$ cat src/rtl/fetch_pkg.sv
// Shared definitions for the fetch dispatcher: opcodes, FSM encoding and the
// packed command layout carried through the command queue.
package fetch_pkg;

    localparam logic [7:0] FETCH_OP_FEATURE = 8'h01;
    localparam logic [7:0] FETCH_OP_WEIGHT  = 8'h02;
    localparam logic [7:0] FETCH_OP_SCALER  = 8'h03;

    localparam int FETCH_CMD_W = 56;

    typedef enum logic [1:0] {
        ST_IDLE  = 2'd0,
        ST_ISSUE = 2'd1,
        ST_WAIT  = 2'd2
    } fetch_state_t;

    // Field order is also the bit order of a queue entry, opcode in the MSBs.
    typedef struct packed {
        logic [7:0]  opcode;
        logic [7:0]  fetch_type;
        logic [15:0] src_addr;
        logic [7:0]  dst_addr;
        logic [7:0]  mem_sel;
        logic [7:0]  fetch_counter;
    } fetch_cmd_t;

    function automatic logic is_legal_op(input logic [7:0] op);
        return (op == FETCH_OP_FEATURE) || (op == FETCH_OP_WEIGHT) || (op == FETCH_OP_SCALER);
    endfunction

endpackage

$ cat src/rtl/fetch_cmd_fifo.sv
// Synchronous first-word-fall-through command queue with full/empty/level.
// Writes to a full queue and reads from an empty one are ignored.
module fetch_cmd_fifo #(
    parameter int DEPTH = 4,
    parameter int WIDTH = 56
) (
    input  logic                     clk,
    input  logic                     rst,
    input  logic                     wr_en,
    input  logic [WIDTH-1:0]         wr_data,
    input  logic                     rd_en,
    output logic [WIDTH-1:0]         rd_data,
    output logic                     full,
    output logic                     empty,
    output logic [$clog2(DEPTH):0]   level
);

    localparam int AW = $clog2(DEPTH);

    logic [WIDTH-1:0] mem [DEPTH];
    logic [AW-1:0]    wr_ptr;
    logic [AW-1:0]    rd_ptr;
    logic [AW:0]      count;
    logic             do_wr;
    logic             do_rd;

    assign do_wr = wr_en && !full;
    assign do_rd = rd_en && !empty;

    // NOTE: storage is deliberately left unreset; pointers and count define
    // which entries are valid, so stale contents are never observed.
    always_ff @(posedge clk) begin
        if (do_wr) begin
            mem[wr_ptr] <= wr_data;
        end
    end

    // NOTE: sequential state uses non-blocking assignments so every register
    // samples pre-edge values regardless of statement order.
    always_ff @(posedge clk or posedge rst) begin
        if (rst) begin
            wr_ptr <= '0;
            rd_ptr <= '0;
            count  <= '0;
        end else begin
            if (do_wr) begin
                wr_ptr <= wr_ptr + AW'(1);
            end
            if (do_rd) begin
                rd_ptr <= rd_ptr + AW'(1);
            end
            case ({do_wr, do_rd})
                2'b10:   count <= count + (AW+1)'(1);
                2'b01:   count <= count - (AW+1)'(1);
                default: count <= count;
            endcase
        end
    end

    assign rd_data = mem[rd_ptr];
    assign full    = (count == (AW+1)'(DEPTH));
    assign empty   = (count == '0);
    assign level   = count;

endmodule

$ cat src/rtl/fetch_dispatch_ctrl.sv
// Queues parser fetch commands and issues them one at a time to the feature or
// weight/scaler fetch unit. Optional WAIT watchdog enabled by FETCH_TIMEOUT_EN.
module fetch_dispatch_ctrl
    import fetch_pkg::*;
#(
    parameter int QUEUE_DEPTH    = 4,
    parameter int TIMEOUT_CYCLES = 1024
) (
    input  logic        clk,
    input  logic        rst,
    input  logic        cmd_valid,
    output logic        cmd_ready,
    input  logic [7:0]  cmd_opcode,
    input  logic [7:0]  cmd_fetch_type,
    input  logic [15:0] cmd_src_addr,
    input  logic [7:0]  cmd_dst_addr,
    input  logic [7:0]  cmd_mem_sel,
    input  logic [7:0]  cmd_fetch_counter,
    output logic        feature_fetch_enable,
    output logic        weight_fetch_enable,
    output logic        scaler_fetch_enable,
    output logic [7:0]  fetch_type,
    output logic [15:0] src_addr,
    output logic [7:0]  dst_addr,
    output logic [7:0]  mem_sel,
    output logic [7:0]  fetch_counter,
    input  logic        feature_fetch_done,
    input  logic        weight_fetch_done,
    output logic        busy,
    output logic        idle,
    output logic        illegal_op,
    output logic        timeout_err
);

    fetch_state_t                   state;
    fetch_state_t                   state_nxt;
    fetch_cmd_t                     in_cmd;
    fetch_cmd_t                     head_cmd;
    fetch_cmd_t                     cur_cmd;
    logic                           fifo_full;
    logic                           fifo_empty;
    logic                           push;
    logic                           pop;
    logic                           done_match;
    logic                           timeout_hit;
    logic [$clog2(QUEUE_DEPTH):0]   unused_level;

    assign in_cmd = {cmd_opcode, cmd_fetch_type, cmd_src_addr,
                     cmd_dst_addr, cmd_mem_sel, cmd_fetch_counter};

    // Illegal opcodes are consumed (handshake completes) but never queued.
    assign push = cmd_valid && cmd_ready && is_legal_op(cmd_opcode);
    assign pop  = (state == ST_IDLE) && !fifo_empty;

    fetch_cmd_fifo #(
        .DEPTH (QUEUE_DEPTH),
        .WIDTH (FETCH_CMD_W)
    ) u_cmd_fifo (
        .clk     (clk),
        .rst     (rst),
        .wr_en   (push),
        .wr_data (in_cmd),
        .rd_en   (pop),
        .rd_data (head_cmd),
        .full    (fifo_full),
        .empty   (fifo_empty),
        .level   (unused_level)
    );

    assign done_match = (cur_cmd.opcode == FETCH_OP_FEATURE) ? feature_fetch_done
                                                              : weight_fetch_done;

    always_ff @(posedge clk or posedge rst) begin
        if (rst) begin
            state   <= ST_IDLE;
            cur_cmd <= '0;
        end else begin
            state <= state_nxt;
            if (pop) begin
                cur_cmd <= head_cmd;
            end
        end
    end

    // NOTE: next-state is defaulted before the case so no path leaves it
    // unassigned, which would otherwise infer a latch.
    always_comb begin
        state_nxt = state;
        case (state)
            ST_IDLE:  if (!fifo_empty) state_nxt = ST_ISSUE;
            ST_ISSUE: state_nxt = ST_WAIT;
            ST_WAIT:  if (done_match || timeout_hit) state_nxt = ST_IDLE;
            default:  state_nxt = ST_IDLE;
        endcase
    end

    always_ff @(posedge clk or posedge rst) begin
        if (rst) begin
            illegal_op <= 1'b0;
        end else if (cmd_valid && cmd_ready && !is_legal_op(cmd_opcode)) begin
            illegal_op <= 1'b1;
        end
    end

`ifdef FETCH_TIMEOUT_EN
    logic [15:0] wait_cnt;
    logic        timeout_q;

    // Fires in the last permitted WAIT cycle unless the matching done arrives.
    assign timeout_hit = (state == ST_WAIT) && !done_match &&
                         (wait_cnt == 16'(TIMEOUT_CYCLES - 1));

    always_ff @(posedge clk or posedge rst) begin
        if (rst) begin
            wait_cnt  <= '0;
            timeout_q <= 1'b0;
        end else begin
            if (state == ST_ISSUE) begin
                wait_cnt <= '0;
            end else if (state == ST_WAIT) begin
                wait_cnt <= wait_cnt + 16'd1;
            end
            if (timeout_hit) begin
                timeout_q <= 1'b1;
            end
        end
    end

    assign timeout_err = timeout_q;
`else
    logic unused_timeout_cfg;

    assign unused_timeout_cfg = (TIMEOUT_CYCLES != 0);
    assign timeout_hit        = 1'b0;
    assign timeout_err        = 1'b0;
`endif

    assign feature_fetch_enable = (state == ST_ISSUE) && (cur_cmd.opcode == FETCH_OP_FEATURE);
    assign weight_fetch_enable  = (state == ST_ISSUE) && (cur_cmd.opcode == FETCH_OP_WEIGHT);
    assign scaler_fetch_enable  = (state == ST_ISSUE) && (cur_cmd.opcode == FETCH_OP_SCALER);

    assign fetch_type    = cur_cmd.fetch_type;
    assign src_addr      = cur_cmd.src_addr;
    assign dst_addr      = cur_cmd.dst_addr;
    assign mem_sel       = cur_cmd.mem_sel;
    assign fetch_counter = cur_cmd.fetch_counter;

    assign cmd_ready = !fifo_full;
    assign busy      = (state != ST_IDLE);
    assign idle      = (state == ST_IDLE) && fifo_empty;

endmodule

$ cat config.mk
export PLATFORM = sky130hd
export DESIGN_NAME = fetch_dispatch_ctrl
export DESIGN_NICKNAME = d
export VERILOG_FILES = /design/src/rtl/fetch_pkg.sv /design/src/rtl/fetch_cmd_fifo.sv /design/src/rtl/fetch_dispatch_ctrl.sv
export SDC_FILE = /design/constraint.sdc
export NUM_CORES = 1
export LEC_CHECK = 0
export CORE_AREA = 2 2 215 217
export CTS_BUF_LIST = sky130_fd_sc_hd__clkbuf_2
export DETAILED_ROUTE_END_ITERATION = 8
export DIE_AREA = 0 0 217 219
export GPL_ROUTABILITY_DRIVEN = 0
export PLACE_DENSITY = 0.38
export SYNTH_ARGS = -nofsm -noshare
export SYNTH_HDL_FRONTEND = slang
export SYNTH_SLANG_ARGS = --single-unit
$ cat constraint.sdc
create_clock -name clk -period 3.27 [get_ports clk]
set_input_delay 0.654 -clock clk [delete_from_list [all_inputs] [get_ports clk]]
set_output_delay 0.654 -clock clk [all_outputs]
set_load 0.03 [all_outputs]
==> results of run 1 <==
-- Yosys cell counts --
cell type,count,area [sq um]
or3_1,1,6.26
o21ai_0,3,15.0
nand2b_1,2,12.5
buf_4,50,375
nor4_1,4,25.0
or2_2,1,6.26
buf_2,4,20.0
nor2b_1,2,12.5
nand2_1,6,22.5
inv_1,6,22.5
conb_1,1,3.75
mux2_4,1,15.0
nor4_2,1,12.5
and2_2,4,30.0
ha_1,5,62.6
nand4_1,1,6.26
mux4_2,56,1260
xor2_1,2,17.5
and3_1,1,6.26
mux2_1,1,11.3
buf_1,1,3.75
or4_4,1,11.3
nor2_1,5,18.8
mux2_2,55,619
fa_1,1,20.0
buf_6,10,113
xnor2_1,4,35.0
o21bai_1,1,7.51
edfxtp_1,224,6730
clkbuf_1,5,18.8
dfrtp_1,66,1650
-- where the power goes --
group	switching, W	internal, W
Combinational	0.00168	0.00192
Clock	0.00146	0.00116
Sequential	0.000511	0.00441
Total	0.00366	0.00749
-- flip-flops by register name (all words and copies together), names as in the netlist --
signal,flops
u_cmd_fifo.mem,224
src_addr,16
cur_cmd,8
dst_addr,8
fetch_counter,8
fetch_type,8
mem_sel,8
u_cmd_fifo.level,3
state,2
u_cmd_fifo.rd_ptr,2
u_cmd_fifo.wr_ptr,2
illegal_op,1
-- cell type report --
class,count,area (sq um)
inverter,6,23.8
clock buffer,112,561
sequential,290,8390
timing repair buffer,138,1480
clock inverter,25,180
tap,600,751
multi-input combinational,159,2260
fill,4499,31400
antenna,5,12.5
-- cells by family after synthesis --
kind of cell / count (synthesis) / synth area share
fa+ha+maj: 6 / 0.00739
xor+xnor: 6 / 0.00470
compound gates: 4 / 0.00202
flops: 290 / 0.750
buf+inv: 76 / 0.0495
other cells: 1 / 0.000336
simple gates: 29 / 0.0152
mux: 113 / 0.171
-- timing repair --
action	in CTS	in global routing
gates resized for setup	14	4
setup buffers	0	0
endpoints found under the setup margin	4	2
-- through the flow --
stage	power [W]	hold WS (ns)	instance area [sq um]	cells
6_report	0.0111	0.184	13600	1335
5_1_grt	0.0119	0.0524	13600	1334
4_1_cts	0.0115	0.0613	13600	1330
3_5_place_dp	0.00873	0.471	12900	1193
3_3_place_gp	0.00870	0.474	12900	1193
2_1_floorplan	0.00787	0.455	11200	525
-- worst register-to-register path: stages (launching register included) --
cell and delay (ns):
dfrtp_1 0.44, or3_1 0.42, nor2b_4 0.15, ha_1 0.24, fa_1 0.44, xnor2_1 0.13
nor2_1 0.14, xor2_1 0.18
-- per-layer routing --
metal / wire length (um) / vias to the layer above
li1: - / 2350
met2: 12200 / 158
met3: 1420 / 53
met5: 0 / -
met4: 559 / 0
met1: 10200 / 2732
-- worst max-delay path by stage --
stage	start	to	slack, ns	depth (start not counted)
2_1_floorplan	cmd_opcode[2]	u_cmd_fifo.mem[0][0]	0.47	5
3_3_place_gp	cmd_opcode[2]	u_cmd_fifo.level[2]	-0.13	10
3_5_place_dp	cmd_opcode[2]	u_cmd_fifo.level[2]	-0.15	10
4_1_cts	cur_cmd[52]	scaler_fetch_enable	0.02	5
5_1_grt	cur_cmd[55]	weight_fetch_enable	-0.02	5
6_report	cur_cmd[52]	weight_fetch_enable	0.24	5
==> impl_results.rst, run 1 <==
.. list-table::
   :header-rows: 1

   * - Metric
     - Value
   * - Max Root-Sink Buffers
     - 3
   * - Antenna violations before repair
     - 3
   * - Final design utilization
     - 0.303
   * - Worst Path Arrival
     - 2.37 ns
   * - Placement Setup Slack
     - -0.148 ns
   * - Ratio of routed vias to standard cells
     - 3.96
   * - # nets final
     - 738
   * - Congestion Overflow GR
     - 0
   * - Number of hold-repair buffers added at the cts stage
     - 0
   * - Ratio of final minimum period to clock period
     - 0.926
   * - Req. time, crit path
     - 2.62 ns
   * - Critical path buffer and inverter count
     - 2
   * - First-pass GRT wire length
     - 37000 um
   * - Total clock buffers created by CTS
     - 76
   * - Clock tree from TritonCTS
     - yes
   * - Number of port buffers
     - 115
   * - Root Driver
     - clkbuf_2
   * - Layout area overhead
     - 22.2%
   * - Setup Viol. Count Final
     - 0
   * - Critical-path cell list
     - nor4_2 > buf_4 > nand2_1 > nor4_1 > clkdlybuf4s15_2
   * - Vias post-DR
     - 5293
   * - Final antenna-violating net count
     - 0
   * - Total negative slack for setup checks
     - 0 ns
   * - Routing layer with the top usage in global route
     - met2
   * - HP Class
     - in -> async
   * - Fraction of final layout cells with drive strength greater than 1
     - 0.374
   * - DR WL/cell
     - 18.2 um
   * - Met3 Track Usage GR
     - 0.0356
   * - Commonest cells after routing, fill and taps aside
     - 224 x edfxtp_1, 112 x clkbuf_2, 111 x clkdlybuf4s50_1
   * - Worst stage delay on the critical path
     - 0.41 ns
   * - Post-Syn Nets
     - 592
   * - Number of maximum-capacitance violations
     - 0
   * - Run status
     - finished, final reports clean
   * - Setup slack on the worst flop-to-flop path
     - 1.04 ns
   * - Origin of the critical flop-to-flop path
     - u_cmd_fifo.level[0]
   * - DRC
     - 0
   * - Post-synthesis sequential element count
     - 290
   * - Final HPWL from detailed placement
     - 14600 um
   * - Gate family responsible for the most delay along the worst path
     - simple AND/OR/NAND/NOR gates
   * - Count of pins over their slew limit
     - 0
   * - GR met2 Demand/Resource
     - 0.181
   * - Maximum resistive drop on vdd
     - 549 uV
   * - Worst-path clk slew
     - 0.10 ns
   * - Std-Cell Rows
     - 78
   * - Slowest cell on the critical path
     - dfrtp_1
   * - Count of TritonRoute iterations in the first routing pass
     - 6
   * - CTS H-tree lvls
     - 3
   * - Hold violation total from the final report
     - 0
   * - GR Util met1
     - 0.124
   * - Largest net degree at the start of global routing
     - 67
   * - Clock sink count
     - 290
   * - Kind of start point of the critical path
     - flop
   * - Critical setup path kind
     - reg -> out
   * - Top-level port count
     - 117
   * - Number of distinct library cell variants in the gate-level netlist after synthesis
     - 31
   * - Area of the die
     - 47500 sq um
   * - Setup ws final
     - 0.241 ns
   * - Minimum clock period
     - 3.03 ns
   * - Setup Skew
     - 0.0610 ns
   * - Starting density of the core
     - 0.248
   * - Post-Syn Instances
     - 525
   * - Core region area
     - 45100 sq um
   * - Via count of the first global-routing pass
     - 6104
   * - Register area share after synthesis
     - 0.750
   * - Aggregate global-route resource usage
     - 0.107
   * - Maximum fanout along the worst path
     - 3
   * - Yosys warnings
     - 0
   * - Skew-Pair Late Insertion Delay
     - 0.90 ns
   * - Tightest slew margin relative to the limit
     - 0.351
   * - Die H
     - 219 um
   * - Leakage power figure
     - 4.71 nW
   * - Worst-Margin Slew
     - 0.974 ns
   * - Width of the chip
     - 217 um
   * - Critical Path Sink Type
     - primary output
   * - Number of DRC markers in iteration 0
     - 267
   * - Cell depth of the worst flop-to-flop path
     - 7
   * - Highest clock frequency the design can meet
     - 330 MHz
   * - Reg-to-reg endpoint
     - u_cmd_fifo.level[2]
   * - Cell area after synthesis
     - 11200 sq um
   * - Routed WL
     - 24400 um
   * - Most common cell after layout, fill and taps aside
     - edfxtp_1
   * - Cell area power density
     - 817 nW/um^2
   * - Synthesized area per cell
     - 21.3 sq um
(Power assumes the default switching activity.)
==> inputs of run 2 (changes only) <==
Settings changed: CTS_CLUSTER_DIAMETER set to 150, REMOVE_ABC_BUFFERS set to 1.
==> run 2 against run 1 <==
Setup slack worse by 0.0036 ns. Via count is 0.42% higher. Die area is the same. Largest power group unchanged. Sequential share of layout area rose by 0.23 points. Power is 1.1% higher. Sequential cell count did not move. Register-to-register slack improved by 0.03 ns. First-iteration DRC count is 36% lower. Non-clock buffer count shrank 6.
==> impl_results.rst, run 2 (same netlist as run 1, synthesis figures left out) <==
.. list-table::
   :header-rows: 1

   * - Metric
     - Value
   * - CTS H-tree lvls
     - 3 (unchanged)
   * - Total clock buffers created by CTS
     - 79 (+3.9%)
   * - DR WL/cell
     - 18.9 um (+3.3%)
   * - Max Root-Sink Buffers
     - 3 (unchanged)
   * - Top-level port count
     - 117 (unchanged)
   * - Req. time, crit path
     - 2.62 ns (about the same)
   * - Part of the power in combinational logic
     - 0.322 (about the same)
   * - Width of the chip
     - 217 um (unchanged)
   * - Run status
     - finished, final reports clean
   * - Clock sink count
     - 290 (unchanged)
   * - Worst-path clk slew
     - 0.11 ns (about the same)
   * - Congestion Overflow GR
     - 0 (unchanged)
   * - Aggregate global-route resource usage
     - 0.108 (+0.000763)
   * - Hold violation total from the final report
     - 0 (unchanged)
   * - Design Power
     - 0.0113 W (+1.1%)
   * - Worst Path Arrival
     - 2.38 ns (about the same)
   * - Largest reg by FF count
     - u_cmd_fifo.mem
   * - Worst-Margin Slew
     - 0.982 ns (+0.00848 ns)
   * - Multi-input gate area in the final layout
     - 2260 sq um (unchanged)
   * - HP Class
     - in -> async
   * - Register cell area after layout
     - 8390 sq um (unchanged)
   * - Clock tree from TritonCTS
     - yes
   * - Ratio of routed vias to standard cells
     - 3.99 (+0.64%)
   * - Maximum fanout along the worst path
     - 3 (unchanged)
   * - Routed WL
     - 25100 um (+3.1%)
   * - Most common cell after layout, fill and taps aside
     - edfxtp_1
   * - Leakage power figure
     - 4.69 nW (-0.42%)
   * - Core region area
     - 45100 sq um (unchanged)
   * - Number of port buffers
     - 115 (unchanged)
   * - Commonest cells after routing, fill and taps aside
     - 224 x edfxtp_1, 124 x clkbuf_2, 111 x clkdlybuf4s50_1
   * - Std-Cell Rows
     - 78 (unchanged)
   * - Count of TritonRoute iterations in the first routing pass
     - 4 (-2)
   * - Largest net degree at the start of global routing
     - 61 (-9.0%)
   * - Internal power summed over all cells
     - 0.00756 W (+1.0%)
   * - First-pass GRT wire length
     - 37100 um (+0.41%)
   * - Cell area power density
     - 829 nW/um^2 (+1.5%)
   * - Kind of start point of the critical path
     - flop
   * - Slowest cell on the critical path
     - dfrtp_1
   * - Via count of the first global-routing pass
     - 6097 (-0.11%)
   * - DRC
     - 0 (unchanged)
   * - Critical setup path kind
     - reg -> out
   * - Root Driver
     - clkbuf_2
   * - Maximum resistive drop on vdd
     - 464 uV (-15%)
   * - Final design utilization
     - 0.302 (-0.00114)
   * - Minimum clock period
     - 3.03 ns (+0.00359 ns)
   * - Switching share of power
     - 0.329 (+0.000809)
   * - Area of the die
     - 47500 sq um (unchanged)
   * - Fraction of final layout cells with drive strength greater than 1
     - 0.376 (+0.00188)
   * - Final HPWL from detailed placement
     - 14700 um (+0.48%)
   * - Vias post-DR
     - 5315 (+0.42%)
   * - Post-placement cell count
     - 1187 (-0.50%)
   * - Antenna violations before repair
     - 4 (+1)
   * - Highest clock frequency the design can meet
     - 330 MHz (-0.12%)
   * - # nets final
     - 735 (-0.41%)
   * - Setup Viol. Count Final
     - 0 (unchanged)
   * - Filler Cell Count
     - 4465 (-0.76%)
   * - Starting density of the core
     - 0.248 (unchanged)
   * - Skew-Pair Late Insertion Delay
     - 0.89 ns (about the same)
   * - Final antenna-violating net count
     - 0 (unchanged)
   * - Share of total power in the clock network
     - 0.240 (+0.005)
   * - Total negative slack for setup checks
     - 0 ns (unchanged)
   * - Seq pwr share
     - 0.437 (-0.005)
   * - Tightest slew margin relative to the limit
     - 0.345 (-0.00565)
   * - Number of maximum-capacitance violations
     - 0 (unchanged)
   * - Worst stage delay on the critical path
     - 0.40 ns (about the same)
   * - Layout area overhead
     - 21.7%
   * - Critical-path cell list
     - nor4_2 > nand2_1 > nor4_1 > clkdlybuf4s15_2
   * - Setup Skew
     - 0.0468 ns (-0.0142 ns)
   * - Net switching power of the design
     - 0.00371 W (+1.4%)
   * - Die H
     - 219 um (unchanged)
   * - Number of DRC markers in iteration 0
     - 172 (-36%)
   * - Flip-flop count of the largest register after layout
     - 224 (unchanged)
   * - Critical Path Sink Type
     - primary output
   * - Unrepaired setup endpoints after global routing
     - no
   * - Number of standard cells in the final layout excluding fillers
     - 1332 (-0.22%)
   * - Count of pins over their slew limit
     - 0 (unchanged)
   * - Ratio of final minimum period to clock period
     - 0.927 (+0.00110)
## run 2: changes by cell type in the layout (fill, tap and decap cells not counted)
cell,before,now
diode_2,5,3
clkinvlp_4,0,1
clkinv_2,7,2
clkinv_1,14,12
clkdlybuf4s15_2,1,2
buf_2,2,0
clkbuf_2,112,124
buf_12,13,10
buf_4,10,7
## run 2: layout make-up
class	count	area share
tap	600	0.0552
clock buffer	123	0.0453
timing repair buffer	132	0.103
clock inverter	19	0.0114
inverter	6	0.00175
sequential	290	0.617
multi-input combinational	159	0.166
antenna	3	0.000552
## run 2: layer usage
layer	track usage	share of wire
met1	0.131	0.44
met2	0.173	0.48
met3	0.0384	0.062
met4	0.0466	0.020
met5	0	0.00044
## run 2: critical path: cells and delay by family (launching register included)
kind	cells	cell delay, ns
simple gates	3	0.75
flops	1	0.40
buf+inv	1	0.35
## run 2: power by group through the flow
stage | registers [W] | logic [W] | clock network [W]
final | 0.00493 | 0.00363 | 0.00271
after detailed placement | 0.00505 | 0.00372 | 0
after floorplan | 0.00555 | 0.00179 | 0
after CTS | 0.00498 | 0.00374 | 0.00288
after global routing | 0.00503 | 0.00390 | 0.00305
after global placement | 0.00503 | 0.00369 | 0
## run 2: final timing paths
kind,startpoint,cells after the start,to,slack [ns]
max,cur_cmd[55],4,feature_fetch_enable,0.24
min,rst,2,mem_sel[5],0.27
max reg2reg,state[1],4,dst_addr[3],1.07
min reg2reg,illegal_op,1,illegal_op,0.50
max in group asynchronous,rst,3,u_cmd_fifo.rd_ptr[0],2.27
min in group clk,cmd_fetch_counter[4],1,u_cmd_fifo.mem[0][4],0.40
## run 2: timing repair
item / CTS / global route
setup buffers: 0 / 0
hold buffers: 0 / 0
resized for setup: 11 / 3
endpoints found under the setup margin: 4 / 1
## run 2: per-stage QoR
stage	cell area (sq um)	worst slack, ns	hold WS [ns]
finish	13600	0.238	0.273
global route	13600	0.00368	0.225
CTS	13600	0.0106	0.148
detailed placement	12800	-0.168	0.476
global placement	12800	-0.123	0.465
floorplan	10600	-1.45	0.455
==> patch 1 (config.mk and constraints of run 2) <==
The 3 states of `fetch_state_t` get a one-hot encoding in 3 bits.
--- a/src/rtl/fetch_pkg.sv
+++ b/src/rtl/fetch_pkg.sv
@@ -8,10 +8,10 @@
 
     localparam int FETCH_CMD_W = 56;
 
-    typedef enum logic [1:0] {
-        ST_IDLE  = 2'd0,
-        ST_ISSUE = 2'd1,
-        ST_WAIT  = 2'd2
+    typedef enum logic [2:0] {
+        ST_IDLE  = 3'b001,
+        ST_ISSUE = 3'b010,
+        ST_WAIT  = 3'b100
     } fetch_state_t;
 
     // Field order is also the bit order of a queue entry, opcode in the MSBs.
Formal check against the unedited RTL: no difference found for any inputs over 10 cycles, from zero or initial values and one cycle with rst high; not proved beyond that.
==> patch 1 against run 2 <==
Die area unchanged; global-route usage barely moved; synthesized cell count increased by 0.38%; largest cell class unchanged; synthesized area up 0.74%; total power rose by 3.0%; via count is 0.19% higher; cell count is 1.2% higher; critical endpoint unchanged; hold slack better by 0.072 ns; non-clock buffer count grew 8; combinational power up 6.6%; setup slack got worse by 0.016 ns; wire length is 1.3% lower; sequential cell count is 1 higher; final area rose by 2.0%.
==> patch 1: results (changes against run 2) <==
stage;metric;value;unit;change
drt;vias;5325;;+0.19%
timing;Worst-Margin Slew;0.966;ns;-0.0163 ns
synth;sequential area share after synthesis;74.7;%;-0.32 points
global_routing;antenna violations before repair;3;;-1
drt;DRT iter0 DRCs;220;;+28%
setup_path;FF-to-FF path depth;5;;+1
global_routing;Tot GR Track Use;10.8;%;about the same
pwr;VDD IR max;0.436;mV;-6.0%
clock_network;cts hold-fix bufs;1;;+1
finish;fin nets;747;;+1.6%
outcome;run status;complete, no violations;;
global_routing;largest net degree at the start of global routing;59;;-3.3%
placement;Post-DP HPWL;15100;um;+3.3%
setup_path;FF-to-FF Start;state[0];;
timing;Clock Skews;0.0750;ns;+0.0282 ns
placement;Placed Area;13000;um^2;+1.5%
clock_network;CTS resizes;24;;+13
synth;Synth top cells by count;224 x edfxtp_1, 66 x dfrtp_1, 56 x mux4_2, 54 x buf_4, 51 x mux2_2;;
synth;post-synthesis compound-gate area fraction;0.133;%;-0.068 points
synth;Async S/R FF share, synth;23.0;%;+0.27 points
setup_path;critical path peak fanout;4;;+1
drt;Avg WL per Cell;18.4;um;-2.5%
global_routing;vias in the first global route;6114;;+0.28%
finish;# fillers;4454;;-0.25%
setup_path;worst setup path start;state[2];;
synth;multiplexer share of the synthesized area;17.4;%;+0.31 points
setup_path;R2R Setup Slk;1.12;ns;+0.05 ns
synth;Adder-Cell Fraction of Synth Area;0.734;%;-0.0054 points
clock_network;Clock Latency Late Sink;0.93;ns;+0.04 ns
synth;ranking of synthesized cells by area;edfxtp_1 60%, dfrtp_1 15%, mux4_2 11%;;
synth;Synth Area in XOR/XNOR;0.612;%;+0.14 points
clock_network;cts bufs inserted;80;;+1.3%
placement;dpl ws;-0.0838;ns;+0.0839 ns
timing;WHS;0.345;ns;+0.0719 ns
finish;layout cell share with drive strength beyond 1;39.0;%;+1.4 points
pwr;Leakage Power;4.82;nW;+2.8%
[patch 1: cell count changes in the layout (fill, tap and decap cells not counted), moves of 2 or more]
cell	delta
mux2_4	+7
buf_4	+5
buf_12	+4
clkinv_1	+4
mux2_2	-4
nor2_1	+3
nor4_1	-3
o21ai_0	-3
clkdlybuf4s15_2	-2
diode_2	+2
inv_1	-2
nand2_1	-2
or3b_4	+2
[patch 1: stage by stage]
stage	TNS (ns)	cells	util [%]	power [mW]
after floorplan	-41.95	458	-	7.49
after global placement	-0.113	1196	28.9	8.94
after detailed placement	-0.0854	1196	28.9	8.96
after CTS	0	1342	30.7	11.9
after global routing	-0.00706	1348	30.8	12.3
final	0	1348	30.8	11.6
[patch 1: per-layer routing]
layer	global-route usage, %	vias up	wire length (um)
met4	4.63	0	597
met1	12.6	2739	10400
met3	3.44	53	1200
met2	18.1	135	12600
li1	-	2398	-
met5	0	-	0
[patch 1: area by class of cell]
type,count,share of cell area (%)
Tap cell,600,5.41
Clock inverter,23,1.42
Inverter,4,0.117
Multi-Input combinational cell,163,17.1
Sequential cell,291,60.6
Clock buffer,122,4.40
Antenna cell,5,0.0902
Timing Repair Buffer,140,10.8
[patch 1: where the power goes]
part / switching [mW] / internal (mW) / total [mW]
clock: 1.52 / 1.30 / 2.83
combinational: 1.81 / 2.07 / 3.87
sequential: 0.470 / 4.44 / 4.91
total: 3.80 / 7.81 / 11.6
[patch 1: worst max-delay path: stages, from the launching register on]
cell and delay, ns:
dfrtp_1 0.41, or3b_4 0.40, nor4b_4 0.33, and3b_1 0.21, buf_4 0.16
[patch 1: logic make-up after synthesis]
family	count (synthesis)
fa+ha+maj	6
xor+xnor	7
buf+inv	73
simple gates	32
flops	291
mux	115
other cells	1
compound gates	2
==> patch 2 (flow settings as in run 2) <==
Without the edit above. `QUEUE_DEPTH`: 4 -> 8.
--- a/src/rtl/fetch_dispatch_ctrl.sv
+++ b/src/rtl/fetch_dispatch_ctrl.sv
@@ -3,7 +3,7 @@
 module fetch_dispatch_ctrl
     import fetch_pkg::*;
 #(
-    parameter int QUEUE_DEPTH    = 4,
+    parameter int QUEUE_DEPTH    = 8,
     parameter int TIMEOUT_CYCLES = 1024
 ) (
     input  logic        clk,
Function: changed (Yosys sat finds a counterexample within 10 cycles, from zero or initial values and one cycle with rst high).
==> patch 2 against run 2 <==
Setup slack got worse by 0.17 ns; synthesized area rose by 80%; non-clock buffer count rose by 48; via count rose by 100%; wire length rose by 77%; sequential cell count rose by 227; final area rose by 73%; total power rose by 67%; clock skew rose by 0.017 ns; critical path type unchanged; critical endpoint unchanged.
==> patch 2: results (changes against run 2) <==
stage;metric;value;unit;change
drt;top routing layer used;met4;;
drt;Via-to-Cell Ratio;5.08;;+27%
synth;Netlist cell types;39;;+26%
placement;Post-DP HPWL;23700;um;+61%
hold_path;Hold WC Path Type;input pin to flip-flop;;
global_routing;Tot GR Track Use;19.4;%;+8.7 points
timing;fin crit share;97.8;%;+5.1 points
pwr;VDD IR max;0.658;mV;+42%
setup_path;Worst R2R End;u_cmd_fifo.level[2];;
pwr;Leakage Power;8.93;nW;+90%
outcome;run status;complete, no violations;;
drt;WL met2;22100;um;+85%
finish;multi-input logic area;4400;um^2;+95%
global_routing;largest net degree at the start of global routing;61;;unchanged
finish;fin nets;1483;;+100%
finish;layout cell share with drive strength beyond 1;20.6;%;-17 points
clock_network;Clock Latency Late Sink;1.25;ns;+0.36 ns
setup_path;FF-to-FF path depth;11;;+7
setup_path;FF-to-FF Start;u_cmd_fifo.level[0];;
synth;ranking of synthesized cells by area;edfxtp_1 67%, mux2i_1 11%, dfrtp_1 8.6%;;
setup_path;R2R Setup Slk;0.84;ns;-0.23 ns
drt;Avg WL per Cell;20.8;um;+10%
global_routing;vias in the first global route;11300;;+85%
drt;met3 wire len;1590;um;+1.5%
drt;WL met1;19900;um;+80%
placement;dpl ws;0.0566;ns;+0.224 ns
synth;Async S/R FF share, synth;13.3;%;-9.4 points
finish;max FFs per register;448;;+100%
synth;Post-synth EDFFs;448;;+100%
clock_network;cts bufs inserted;138;;+75%
setup_path;CP max stage delay;0.41;ns;
timing;Clock Skews;0.0642;ns;+0.0174 ns
clock_network;H-tree depth;4;;+1
global_routing;first-pass GRT wire length;67800;um;+82%
setup_path;critical path peak fanout;3;;unchanged
synth;cell count after synthesis;1207;;+130%
global_routing;antenna violations before repair;3;;-1
finish;# fillers;3910;;-12%
finish;fin cells;2132;;+60%
setup_path;Crit-path slowest cell;dfrtp_1;;
hold_path;Hold Startpoint;cmd_fetch_type[1];;
drt;1st-pass router iterations;4;;unchanged
clock_network;clock buffer depth;3;;unchanged
timing;worst rel slew slack;40.6;%;+6.1 points
placement;total placed cells including tap cells;1858;;+57%
placement;Placed Area;22000;um^2;+72%
finish;Largest Register;u_cmd_fifo.mem;;
synth;Synth top cells by count;448 x edfxtp_1, 225 x mux2i_1, 120 x nand2_1, 112 x a22oi_1, 69 x dfrtp_1;;
timing;WHS;0.180;ns;-0.0922 ns
drt;DRT iter0 DRCs;601;;+250%
synth;sequential area share after synthesis;75.4;%;+0.41 points
## patch 2: changes by cell type in the layout (fill, tap and decap cells not counted), sizes merged, moves of 9 or more
cell	run 2	this run
buf	17	54
mux2	57	2
a22oi	0	112
edfxtp	224	448
nor2	5	14
dlygate4sd3	0	16
clkbuf	124	224
mux2i	0	225
mux4	56	0
nand2	6	122
nand3	0	58
## patch 2: area by class of cell
| type | count | share of cell area [%] |
|---|---|---|
| clock buffer | 224 | 4.76 |
| timing repair buffer | 180 | 8.11 |
| multi-input combinational | 576 | 18.7 |
| clock inverter | 26 | 0.659 |
| tap | 600 | 3.19 |
| antenna | 5 | 0.0531 |
| inverter | 4 | 0.0691 |
| sequential | 517 | 64.5 |
## patch 2: routing by layer
metal	up-vias	global-route usage, %
met5	-	0
met4	0	7.72
met3	53	5.32
met2	203	31.4
met1	5477	24.9
li1	5097	-
## patch 2: repair_timing
action / CTS / global route
pin swaps: 2 / 4
gates resized for setup: 42 / 5
hold buffers: 16 / 0
endpoints found under the hold margin: 76 / 0
buffers inserted: 2 / 1
setup endpoints to repair: 6 / 5
## patch 2: cell families after synthesis
logic type      after synthesis  synth area share [%]
xor+xnor                      9                 0.392
fa+ha+maj                     5                 0.311
compound gates              118                  4.38
other cells                   1                0.0186
flops                       517                  75.4
mux                         227                  11.3
buf+inv                     114                  3.31
simple gates                216                  4.85
## patch 2: power by group
| group | switching [mW] | internal, mW |
|---|---|---|
| Clock | 2.58 | 1.94 |
| Sequential | 0.355 | 7.62 |
| Combinational | 3.80 | 2.48 |
